[src/rtl/dispatch_steer_pkg.sv]
// Shared types for the dispatch steering stage.
// Entry layout and FU class encodings.
package dispatch_steer_pkg;

  localparam int INST_ID_BITS = 6;
  localparam int PRN_BITS     = 6;
  localparam int MAX_OPERANDS = 3;
  localparam int NUM_CLASSES  = 4;
  localparam int CLASS_BITS   = $clog2(NUM_CLASSES);

  typedef enum logic [CLASS_BITS-1:0] {
    FU_ALU,
    FU_LSU,
    FU_BR,
    FU_MUL
  } fu_class_t;

  typedef struct packed {
    logic [INST_ID_BITS-1:0]                 id;
    logic [31:0]                             instr;
    logic [63:0]                             pc;
    fu_class_t                               fu_class;
    logic [MAX_OPERANDS-1:0]                 op_valid;
    logic [MAX_OPERANDS-1:0]                 op_ready;
    logic [MAX_OPERANDS-1:0][PRN_BITS-1:0]   op_prn;
    logic [MAX_OPERANDS-1:0]                 out_valid;
    logic [MAX_OPERANDS-1:0][PRN_BITS-1:0]   out_prn;
  } dispatch_entry_t;

endpackage

[src/rtl/dispatch_steer_rr_arbiter.sv]
// Round-robin pick: first request at or after ptr,
// wrapping modulo N.
module rr_arbiter #(
  parameter int N = 4,
  parameter int W = (N > 1) ? $clog2(N) : 1
) (
  input  logic [N-1:0] req,
  input  logic [W-1:0] ptr,
  output logic [N-1:0] gnt,
  output logic [W-1:0] gnt_idx,
  output logic         any
);

  logic [W-1:0] idx;

  always_comb begin
    gnt     = '0;
    gnt_idx = '0;
    any     = 1'b0;
    idx     = '0;
    for (int i = 0; i < N; i++) begin
      idx = W'((int'(ptr) + i) % N);
      if (!any && req[idx]) begin
        any      = 1'b1;
        gnt[idx] = 1'b1;
        gnt_idx  = idx;
      end
    end
  end

endmodule

[src/rtl/dispatch_steer.sv]
// In-order dispatch buffer steering the head entry
// to a ready issue queue of the matching FU class.
module dispatch_steer
  import dispatch_steer_pkg::*;
#(
  parameter int FU_COUNT = 4,
  parameter int FU_CLASS [FU_COUNT] = '{0, 1, 2, 3},
  parameter int BUF_DEPTH = 2
) (
  input  logic                                    clk,
  input  logic                                    rst,
  input  logic                                    flush,
  input  logic                                    in_valid,
  output logic                                    in_ready,
  input  logic [INST_ID_BITS-1:0]                 in_inst_id,
  input  logic [31:0]                             in_raw_instr,
  input  logic [63:0]                             in_pc,
  input  logic [CLASS_BITS-1:0]                   in_fu_class,
  input  logic [MAX_OPERANDS-1:0]                 in_prn_input_valid,
  input  logic [MAX_OPERANDS-1:0]                 in_prn_input_ready,
  input  logic [MAX_OPERANDS-1:0][PRN_BITS-1:0]   in_prn_input,
  input  logic [MAX_OPERANDS-1:0]                 in_prn_output_valid,
  input  logic [MAX_OPERANDS-1:0][PRN_BITS-1:0]   in_prn_output,
  input  logic [FU_COUNT-1:0][MAX_OPERANDS-1:0]   set_prn_ready,
  input  logic [FU_COUNT-1:0][MAX_OPERANDS-1:0][PRN_BITS-1:0] set_prn,
  input  logic [FU_COUNT-1:0]                     iq_queue_ready,
  output logic [FU_COUNT-1:0]                     iq_inst_valid,
  output logic [INST_ID_BITS-1:0]                 iq_inst_id,
  output logic [31:0]                             iq_raw_instr,
  output logic [63:0]                             iq_pc,
  output logic [MAX_OPERANDS-1:0]                 iq_prn_input_valid,
  output logic [MAX_OPERANDS-1:0]                 iq_prn_input_ready,
  output logic [MAX_OPERANDS-1:0][PRN_BITS-1:0]   iq_prn_input,
  output logic [MAX_OPERANDS-1:0]                 iq_prn_output_valid,
  output logic [MAX_OPERANDS-1:0][PRN_BITS-1:0]   iq_prn_output,
  output logic [31:0]                             stall_cycles,
  output logic                                    err_no_fu
);

  localparam int FU_W  = (FU_COUNT > 1) ? $clog2(FU_COUNT) : 1;
  localparam int PTR_W = $clog2(BUF_DEPTH);

  dispatch_entry_t         mem [BUF_DEPTH];
  logic [PTR_W-1:0]        head;
  logic [PTR_W-1:0]        tail;
  logic [PTR_W:0]          count;
  logic [FU_W-1:0]         rr_ptr [NUM_CLASSES];

  dispatch_entry_t         head_e;
  dispatch_entry_t         push_e;
  logic                    head_valid;
  logic                    full;
  logic                    push;
  logic                    pop;
  logic                    no_fu;
  logic [FU_COUNT-1:0]     cls_hit;
  logic [FU_COUNT-1:0]     req;
  logic [FU_COUNT-1:0]     gnt;
  logic [FU_W-1:0]         gnt_idx;
  logic [FU_W-1:0]         rr_next;
  logic                    gnt_any;
  logic [MAX_OPERANDS-1:0] wake_mem [BUF_DEPTH];
  logic [MAX_OPERANDS-1:0] wake_in;

  function automatic logic hit(
    input logic [PRN_BITS-1:0] prn,
    input logic [FU_COUNT-1:0][MAX_OPERANDS-1:0] rdy,
    input logic [FU_COUNT-1:0][MAX_OPERANDS-1:0][PRN_BITS-1:0] tag
  );
    logic h;
    h = 1'b0;
    for (int k = 0; k < FU_COUNT; k++)
      for (int m = 0; m < MAX_OPERANDS; m++)
        if (rdy[k][m] && tag[k][m] == prn) h = 1'b1;
    return h;
  endfunction

  always_comb begin
    wake_in = '0;
    for (int b = 0; b < BUF_DEPTH; b++) wake_mem[b] = '0;
    for (int j = 0; j < MAX_OPERANDS; j++) begin
      wake_in[j] = in_prn_input_valid[j] &&
                   hit(in_prn_input[j], set_prn_ready, set_prn);
      for (int b = 0; b < BUF_DEPTH; b++)
        wake_mem[b][j] = mem[b].op_valid[j] &&
                         hit(mem[b].op_prn[j], set_prn_ready, set_prn);
    end
  end

  always_comb begin
    push_e           = '0;
    push_e.id        = in_inst_id;
    push_e.instr     = in_raw_instr;
    push_e.pc        = in_pc;
    push_e.fu_class  = fu_class_t'(in_fu_class);
    push_e.op_valid  = in_prn_input_valid;
    push_e.op_ready  = (in_prn_input_ready & in_prn_input_valid) | wake_in;
    push_e.op_prn    = in_prn_input;
    push_e.out_valid = in_prn_output_valid;
    push_e.out_prn   = in_prn_output;
  end

  assign head_e     = mem[head];
  assign head_valid = (count != '0);
  assign full       = (count == (PTR_W+1)'(BUF_DEPTH));
  assign in_ready   = !full && !flush;
  assign push       = in_valid && in_ready;

  always_comb begin
    cls_hit = '0;
    for (int f = 0; f < FU_COUNT; f++)
      cls_hit[f] = (FU_CLASS[f] == int'(head_e.fu_class));
  end

  assign req   = cls_hit & iq_queue_ready & {FU_COUNT{head_valid}};
  assign no_fu = head_valid && !(|cls_hit);

  rr_arbiter #(.N(FU_COUNT), .W(FU_W)) u_arb (
    .req     (req),
    .ptr     (rr_ptr[head_e.fu_class]),
    .gnt     (gnt),
    .gnt_idx (gnt_idx),
    .any     (gnt_any)
  );

  assign pop     = head_valid && gnt_any && !flush;
  assign rr_next = (gnt_idx == FU_W'(FU_COUNT - 1)) ? '0 : gnt_idx + 1'b1;

  assign iq_inst_valid       = pop ? gnt : '0;
  assign iq_inst_id          = head_valid ? head_e.id : '0;
  assign iq_raw_instr        = head_valid ? head_e.instr : '0;
  assign iq_pc               = head_valid ? head_e.pc : '0;
  assign iq_prn_input_valid  = head_valid ? head_e.op_valid : '0;
  assign iq_prn_input        = head_valid ? head_e.op_prn : '0;
  assign iq_prn_output_valid = head_valid ? head_e.out_valid : '0;
  assign iq_prn_output       = head_valid ? head_e.out_prn : '0;
  // Queue ignores wakeups landing with the insert, so forward them here
  assign iq_prn_input_ready  = head_valid ?
    (head_e.op_ready | wake_mem[head]) & head_e.op_valid : '0;

  always_ff @(posedge clk or posedge rst) begin
    if (rst) begin
      head         <= '0;
      tail         <= '0;
      count        <= '0;
      stall_cycles <= '0;
      err_no_fu    <= 1'b0;
      for (int c = 0; c < NUM_CLASSES; c++) rr_ptr[c] <= '0;
      for (int b = 0; b < BUF_DEPTH; b++) mem[b] <= '0;
    end else if (flush) begin
      head  <= '0;
      tail  <= '0;
      count <= '0;
    end else begin
      for (int b = 0; b < BUF_DEPTH; b++)
        mem[b].op_ready <= mem[b].op_ready | wake_mem[b];
      if (push) begin
        mem[tail] <= push_e;
        tail      <= tail + 1'b1;
      end
      if (pop) begin
        head                    <= head + 1'b1;
        rr_ptr[head_e.fu_class] <= rr_next;
      end
      unique case ({push, pop})
        2'b10:   count <= count + 1'b1;
        2'b01:   count <= count - 1'b1;
        default: count <= count;
      endcase
      if (no_fu) err_no_fu <= 1'b1;
      if (head_valid && !pop && stall_cycles != '1)
        stall_cycles <= stall_cycles + 1'b1;
    end
  end

endmodule

[config.mk]
export PLATFORM = sky130hd
export DESIGN_NAME = dispatch_steer
export DESIGN_NICKNAME = d
export VERILOG_FILES = /design/src/rtl/dispatch_steer_pkg.sv /design/src/rtl/dispatch_steer_rr_arbiter.sv /design/src/rtl/dispatch_steer.sv
export SDC_FILE = /design/constraint.sdc
export NUM_CORES = 2
export LEC_CHECK = 0
export BUFFER_PORTS_ARGS = -buffer_cell sky130_fd_sc_hd__clkbuf_2
export CAP_MARGIN = 30
export CORE_MARGIN = 3
export CORE_UTILIZATION = 50
export DETAILED_ROUTE_END_ITERATION = 12
export PLACE_DENSITY_LB_ADDON = 0.25
export SLEW_MARGIN = 25
export SYNTH_ARGS = -nofsm -noshare
export SYNTH_HDL_FRONTEND = slang
export SYNTH_SLANG_ARGS = --single-unit
[constraint.sdc]
create_clock -name clk -period 31.7 [get_ports clk]
set_clock_uncertainty 0.05 [all_clocks]
set_input_delay 4.755 -clock clk [delete_from_list [all_inputs] [get_ports clk]]
set_output_delay 4.755 -clock clk [all_outputs]
set_load 0.02 [all_outputs]
# After elaboration in Yosys (flattened, before gate mapping)

Cells that the tools add are included.

Bits in registers: 343
Input port bits: 241
Word-level logic and storage cells: 506

Add/sub/neg operators: 9
Magnitude comparators: 13
Equal/unequal tests: 116
Multiplexer cells: 168
Bitwise logic cells: 15
Reduce and logical (&&, ||, !) cells: 150

Operators with widths:

| kind                                                                         | count |
|---|---|
| 6-bit equality test                                                          | 108 |
| 149-bit 2-to-1 mux                                                           | 4 |
| 298-bit bitwise mux                                                          | 1 |
| 191-bit 2-to-1 mux                                                           | 1 |
| 149-bit demux with 1-bit select                                              | 1 |
| 1-bit logical AND                                                            | 133 |
| 1-bit 2-to-1 mux                                                             | 124 |
| 64-bit 2-to-1 mux                                                            | 1 |
| 18-bit 2-to-1 mux                                                            | 2 |
| 32-bit by 1-bit adder with 32-bit output, second input constant              | 1 |
| 32-bit 2-to-1 mux                                                            | 1 |
| 32-bit != test, second input constant                                        | 1 |
| 4-bit 2-to-1 mux                                                             | 5 |
| 2-bit 2-to-1 mux                                                             | 9 |
| 3-bit 2-to-1 mux                                                             | 6 |
| 2-bit by 3-bit less-than comparator with 1-bit output, second input constant | 4 |
| 3-bit bitwise OR                                                             | 4 |
| 4-bit bitwise OR                                                             | 3 |
| 4-bit AND                                                                    | 2 |
| 1-bit binary-select mux with 2-bit select                                    | 4 |
| 8-bit bitwise mux                                                            | 1 |
| 1-bit demux with 2-bit select                                                | 4 |
| 2-bit by 1-bit >= comparator with 1-bit output, second input constant        | 4 |
| 2-bit AND reduction                                                          | 4 |
| 25 further kinds                                                             | 43 |

# Depth between registers and ports, before layout

Word-level depth: 26
Depth in mapped cells: 11

# By module

Synthesis repeated with hierarchy kept, for this count alone.

Cell total of the unflattened synthesis: 2339
Area total of the unflattened synthesis: 23936.7 sq um

Modules (own cells, without submodules):

| module         | times used | cells each | area an instance (sq um) | sequential area each (sq um) |
|---|---|---|---|---|
| dispatch_steer | 1          | 2294       | 23515.1                  | 8583.2 |
| rr_arbiter     | 1          | 45         | 421.7                    | 0.0 |

# Worst setup path before layout

OpenSTA, ideal clock, no wires.

Kind: input to output
From: input port set_prn[6] (netlist name)
To: output port iq_prn_input_ready[0]
Arrival time: 6.636 ns
Required time: 26.895 ns
Path slack: 20.259 ns
Stages on the path: 8
Buffers on the path: 1
Path through: clkbuf_1 > xnor2_1 > nand4_1 > nor4_1 > nor4_1 > a31oi_1 > nor3_1 > nor4_1

Cells in the longest elaborated chain, start to end: 20

Ends and longest elaborated chain:

| what                                                  | RTL line              | text |
|---|---|---|
| start, declared                                       | dispatch_steer.sv:25  | `input logic [FU_COUNT-1:0][MAX_OPERANDS-1:0][PRN_BITS-1:0] set_prn,` |
| 6-bit equality test                                   | dispatch_steer.sv:74  | `if (rdy[k][m] && tag[k][m] == prn) h = 1'b1;` |
| 1-bit logical AND                                     | dispatch_steer.sv:74  |  |
| 1-bit 2-to-1 mux (11 in a row)                        | dispatch_steer.sv:74  |  |
| 1-bit logical AND                                     | dispatch_steer.sv:85  | `wake_mem[b][j] = mem[b].op_valid[j] &&` |
| 3-bit 2-to-1 mux (implied by the code) * (3 in a row) | dispatch_steer.sv:139 | `(head_e.op_ready \| wake_mem[head]) & head_e.op_valid : '0;` |
| 3-bit bitwise OR *                                    | dispatch_steer.sv:139 |  |
| 3-bit AND *                                           | dispatch_steer.sv:139 |  |
| 3-bit 2-to-1 mux *                                    | dispatch_steer.sv:138 | `assign iq_prn_input_ready = head_valid ?` |
| end, declared                                         | dispatch_steer.sv:32  | `output logic [MAX_OPERANDS-1:0] iq_prn_input_ready,` |

Mark *: on every way between the ends. The rest lies on a longest branch, timed or not. The select of a mux whose other input is x is not followed.

# Worst setup path after layout

From: input port set_prn[33] (netlist name)
To: output port iq_prn_input_ready[2]

Cells in the longest elaborated chain, start to end: 16

Ends and longest elaborated chain:

| what                                                  | RTL line |
|---|---|
| 6-bit equality test                                   | dispatch_steer.sv:74 |
| 1-bit logical AND                                     | dispatch_steer.sv:74 |
| 1-bit 2-to-1 mux (7 in a row)                         | dispatch_steer.sv:74 |
| 1-bit logical AND                                     | dispatch_steer.sv:85 |
| 3-bit 2-to-1 mux (implied by the code) * (3 in a row) | dispatch_steer.sv:139 |
| 3-bit bitwise OR *                                    | dispatch_steer.sv:139 |
| 3-bit AND *                                           | dispatch_steer.sv:139 |
| 3-bit 2-to-1 mux *                                    | dispatch_steer.sv:138 |

Marked as above.

==> flow_summary.ini <==
[outcome]
status = finished, final reports clean

[final_layout]
drive_gt1_frac = 0.174
nNetsFinal = 3420
final_area_um2 = 27600
area_growth_pct = 15.3

[global_routing]
first_global_vias = 21600
grt_max_degree = 130
track_usage = 0.345
grt_pass1_wl_um = 134000
antenna_found_initial = 11
grt-ovfl-total = 0

[placement]
place.gp.congestion = 1.03
post-place-ws_ns = 19.78
port_buffers = 425
placed_area_um2 = 26200
hpwl_um = 59100

[power]
worst_ir_drop_vdd_v = 0.0000506
p_leak_nw = 13.1
pwr_density_cell_nw_per_um2 = 66.2

[yosys]
synth_top_cell_by_area = dfrtp_1
yosys-top-cells-area = dfrtp_1 (36%), nand2_1 (14%), xnor2_1 (12%), xor2_1 (12%), mux2i_1 (6.4%)
synth-compound-area-share = 0.0182
synth.ff_latch_count = 343
synthesis.area_um2 = 23900
synth_edf_count = 0
synth-simple-area-share = 0.253
synth_xor_xnor_area_share = 0.249
yosysUniqueCellTypes = 54
yosysWarnings = 0
synth_top_family_by_area = simple AND/OR/NAND/NOR gates
syn_area_per_cell_um2 = 8.09
syn_nets = 3204
yosysTopAreaCellShare = 0.359
muxShareOfSynthArea = 0.0655
async_flop_share = 1.00
yosys_most_used_dff = dfrtp_1
synthAdderAreaFrac = 0.00471
syn_inst = 2954
ys_seq_area_frac = 0.359

[timing]
worstMarginPinSlew_ns = 1.09
period_minus_slack_ns = 12.04
fin_ws_ns = 19.66
relSlewSlack = 0.270
finalCritPeriodShare = 0.380
finalSetupTns_ns = 0
rsz0062_at_grt = no
report.final.slew_viol_count = 0
hold_viol_final = 0
setup_viol = 0
maxClockFrequency_mhz = 83.0

[floorplan]
coreArea_um2 = 46900
fp-row-count = 79
die_area_um2 = 50500
start_util = 0.510
die_x_um = 225
io_pins = 426
die_h_um = 225

[setup_path]
worstPathArrival_ns = 7.24
critPathTopFamily = simple AND/OR/NAND/NOR gates
path_buf_inv = 2
start_kind = primary input
path_cells = clkbuf_2, xnor2_1, nand4_1, nor4_1, nor4_1, a31oi_1, o31ai_1, a31oi_1, clkbuf_2
end_kind = primary output
critPathRequiredTime_ns = 26.90
cp_max_fo = 9
critical_path_class = primary input to primary output
slowest_delay_ns = 0.79
worst_path_max_delay_cell = nor4_1

[route]
vias = 22000
via_per_inst = 5.77
routedWlPerCell_um = 23.4
route.detailed.drc = 0
drt_iter0_drc = 1935
ant_nets = 0
totalWireLength_um = 89300
drt_pass1_iterations = 5

[clock_tree]
cts_buffers = 39
cts_tree = built
cts_num_sinks = 343
post-cts-setup-buffers = 0
cts_buffer_depth = 3
cts.clk_slew.worst_paths_ns = 0.05
root_buffer = clkbuf_16
cts_resized = 0
cts_max_level = 2
postCtsHoldBufs = 0
insertion_delay_ns = 0.56

[worst_hold_path]
hold_path_class = flip-flop to flip-flop

[job]
cap_violations = 0
==> sequential cells by signal, indices dropped and copies added (netlist names) <==
register,flops
err_no_fu,1
rr_ptr,8
head,1
mem,298
tail,1
count,2
stall_cycles,32
==> final timing paths <==
check                                            from                      endpoint  slack (ns)  depth (start not counted)
worst max-delay path                      set_prn[33]         iq_prn_input_ready[2]       19.66                          9
worst min-delay path            err_no_fu$_DFFE_PP0P_         err_no_fu$_DFFE_PP0P_        0.33                          0
worst max register to register       head$_DFFE_PP0P_  stall_cycles[31]$_DFFE_PP0P_       28.27                          7
worst min register to register  err_no_fu$_DFFE_PP0P_         err_no_fu$_DFFE_PP0P_        0.33                          0
max in group asynchronous                         rst              head$_DFFE_PP0P_       25.74                          3
min in group asynchronous                         rst          mem[107]$_DFFE_PP0P_        4.33                          2
==> cell type report <==
| type | instances | area [um^2] |
|---|---|---|
| Fill cell | 4216 | 19300 |
| Multi-Input combinational cell | 2292 | 14200 |
| Sequential cell | 343 | 8590 |
| Timing Repair Buffer | 471 | 2630 |
| Clock buffer | 58 | 1130 |
| Tap cell | 607 | 759 |
| Clock inverter | 11 | 176 |
| Inverter | 23 | 93.8 |
| Antenna cell | 9 | 22.5 |
==> worst reg2reg max path, delay by kind of cell (launching register included) <==
kind | cells | cell delay, ns
and+or+nand+nor | 4 | 1.41
DFF | 1 | 0.97
AOI/OAI and AO/OA | 2 | 0.75
xor gates and xnor gates | 1 | 0.14
==> synth_stat cells, types with 2 or more instances <==
cell and n:
buf_6 2, o21bai_1 3, or3_1 3, o22ai_1 4
o21a_1 5, nor2b_1 4, and3_1 4, mux2i_1 152
a31oi_1 6, or2_2 3, a22o_1 4, dfrtp_1 343
nand2b_1 5, and2_1 4, inv_1 23, nand4_1 120
mux2_2 2, nor2_1 165, buf_1 71, nand2_1 896
xnor2_1 340, o21ai_0 9, o31ai_1 2, xor2_1 338
a21oi_1 13, nand3b_1 3, a221oi_1 2, ha_1 9
nor4_1 139, a21boi_0 2, nor3_1 16, nor3b_1 2
nand3_1 16, and4_1 3, clkbuf_1 222
==> power breakdown <==
group,switching (W),leakage (nW),internal [W]
Clock,0.000186,0.632,0.000272
Sequential,0.000108,4.31,0.000543
Combinational,0.000440,8.14,0.000275
==> per-stage QoR <==
stage / power [W] / utilization / hold WS [ns] / cells
5_1_grt: 0.00192 / 0.588 / 0.351 / 3810
3_5_place_dp: 0.00136 / 0.559 / 0.329 / 3733
6_report: 0.00183 / 0.588 / 0.335 / 3814
2_1_floorplan: 0.00113 / - / 0.384 / 2954
3_3_place_gp: 0.00132 / 0.554 / 0.315 / 3721
4_1_cts: 0.00182 / 0.587 / 0.341 / 3802
==> cells in the final DEF, fill, tap and decap left out, types with 5 or more instances in the layout <==
cell / n
nand2_1: 896
clkbuf_2: 426
xnor2_1: 340
dfrtp_1: 339
xor2_1: 338
nor2_1: 164
mux2i_1: 152
nor4_1: 135
nand4_1: 120
clkbuf_16: 39
buf_4: 29
inv_1: 22
nor3_1: 16
nand3_1: 15
a21oi_1: 13
clkbuf_1: 11
diode_2: 9
o21ai_0: 9
ha_1: 9
clkbuf_8: 8
a31oi_1: 6
nand2b_1: 5
o21a_1: 5
buf_16: 5
==> cell families after synthesis <==
| kind of cell | Yosys count |
|---|---|
| AOI/OAI and AO/OA | 61 |
| buffers and inverters | 319 |
| DFF | 343 |
| muxes | 155 |
| and+or+nand+nor | 1388 |
| adders and majority gates | 9 |
| xor gates and xnor gates | 679 |
==> layer usage <==
layer  track usage  vias up  part of all wire
met5             0        -           0.00026
met4         0.183        4             0.059
met3         0.109      307              0.11
li1              -     9903                 -
met2         0.522     1115              0.44
met1         0.444    10700              0.39
No activity file was read; power rests on OpenSTA's default activity.
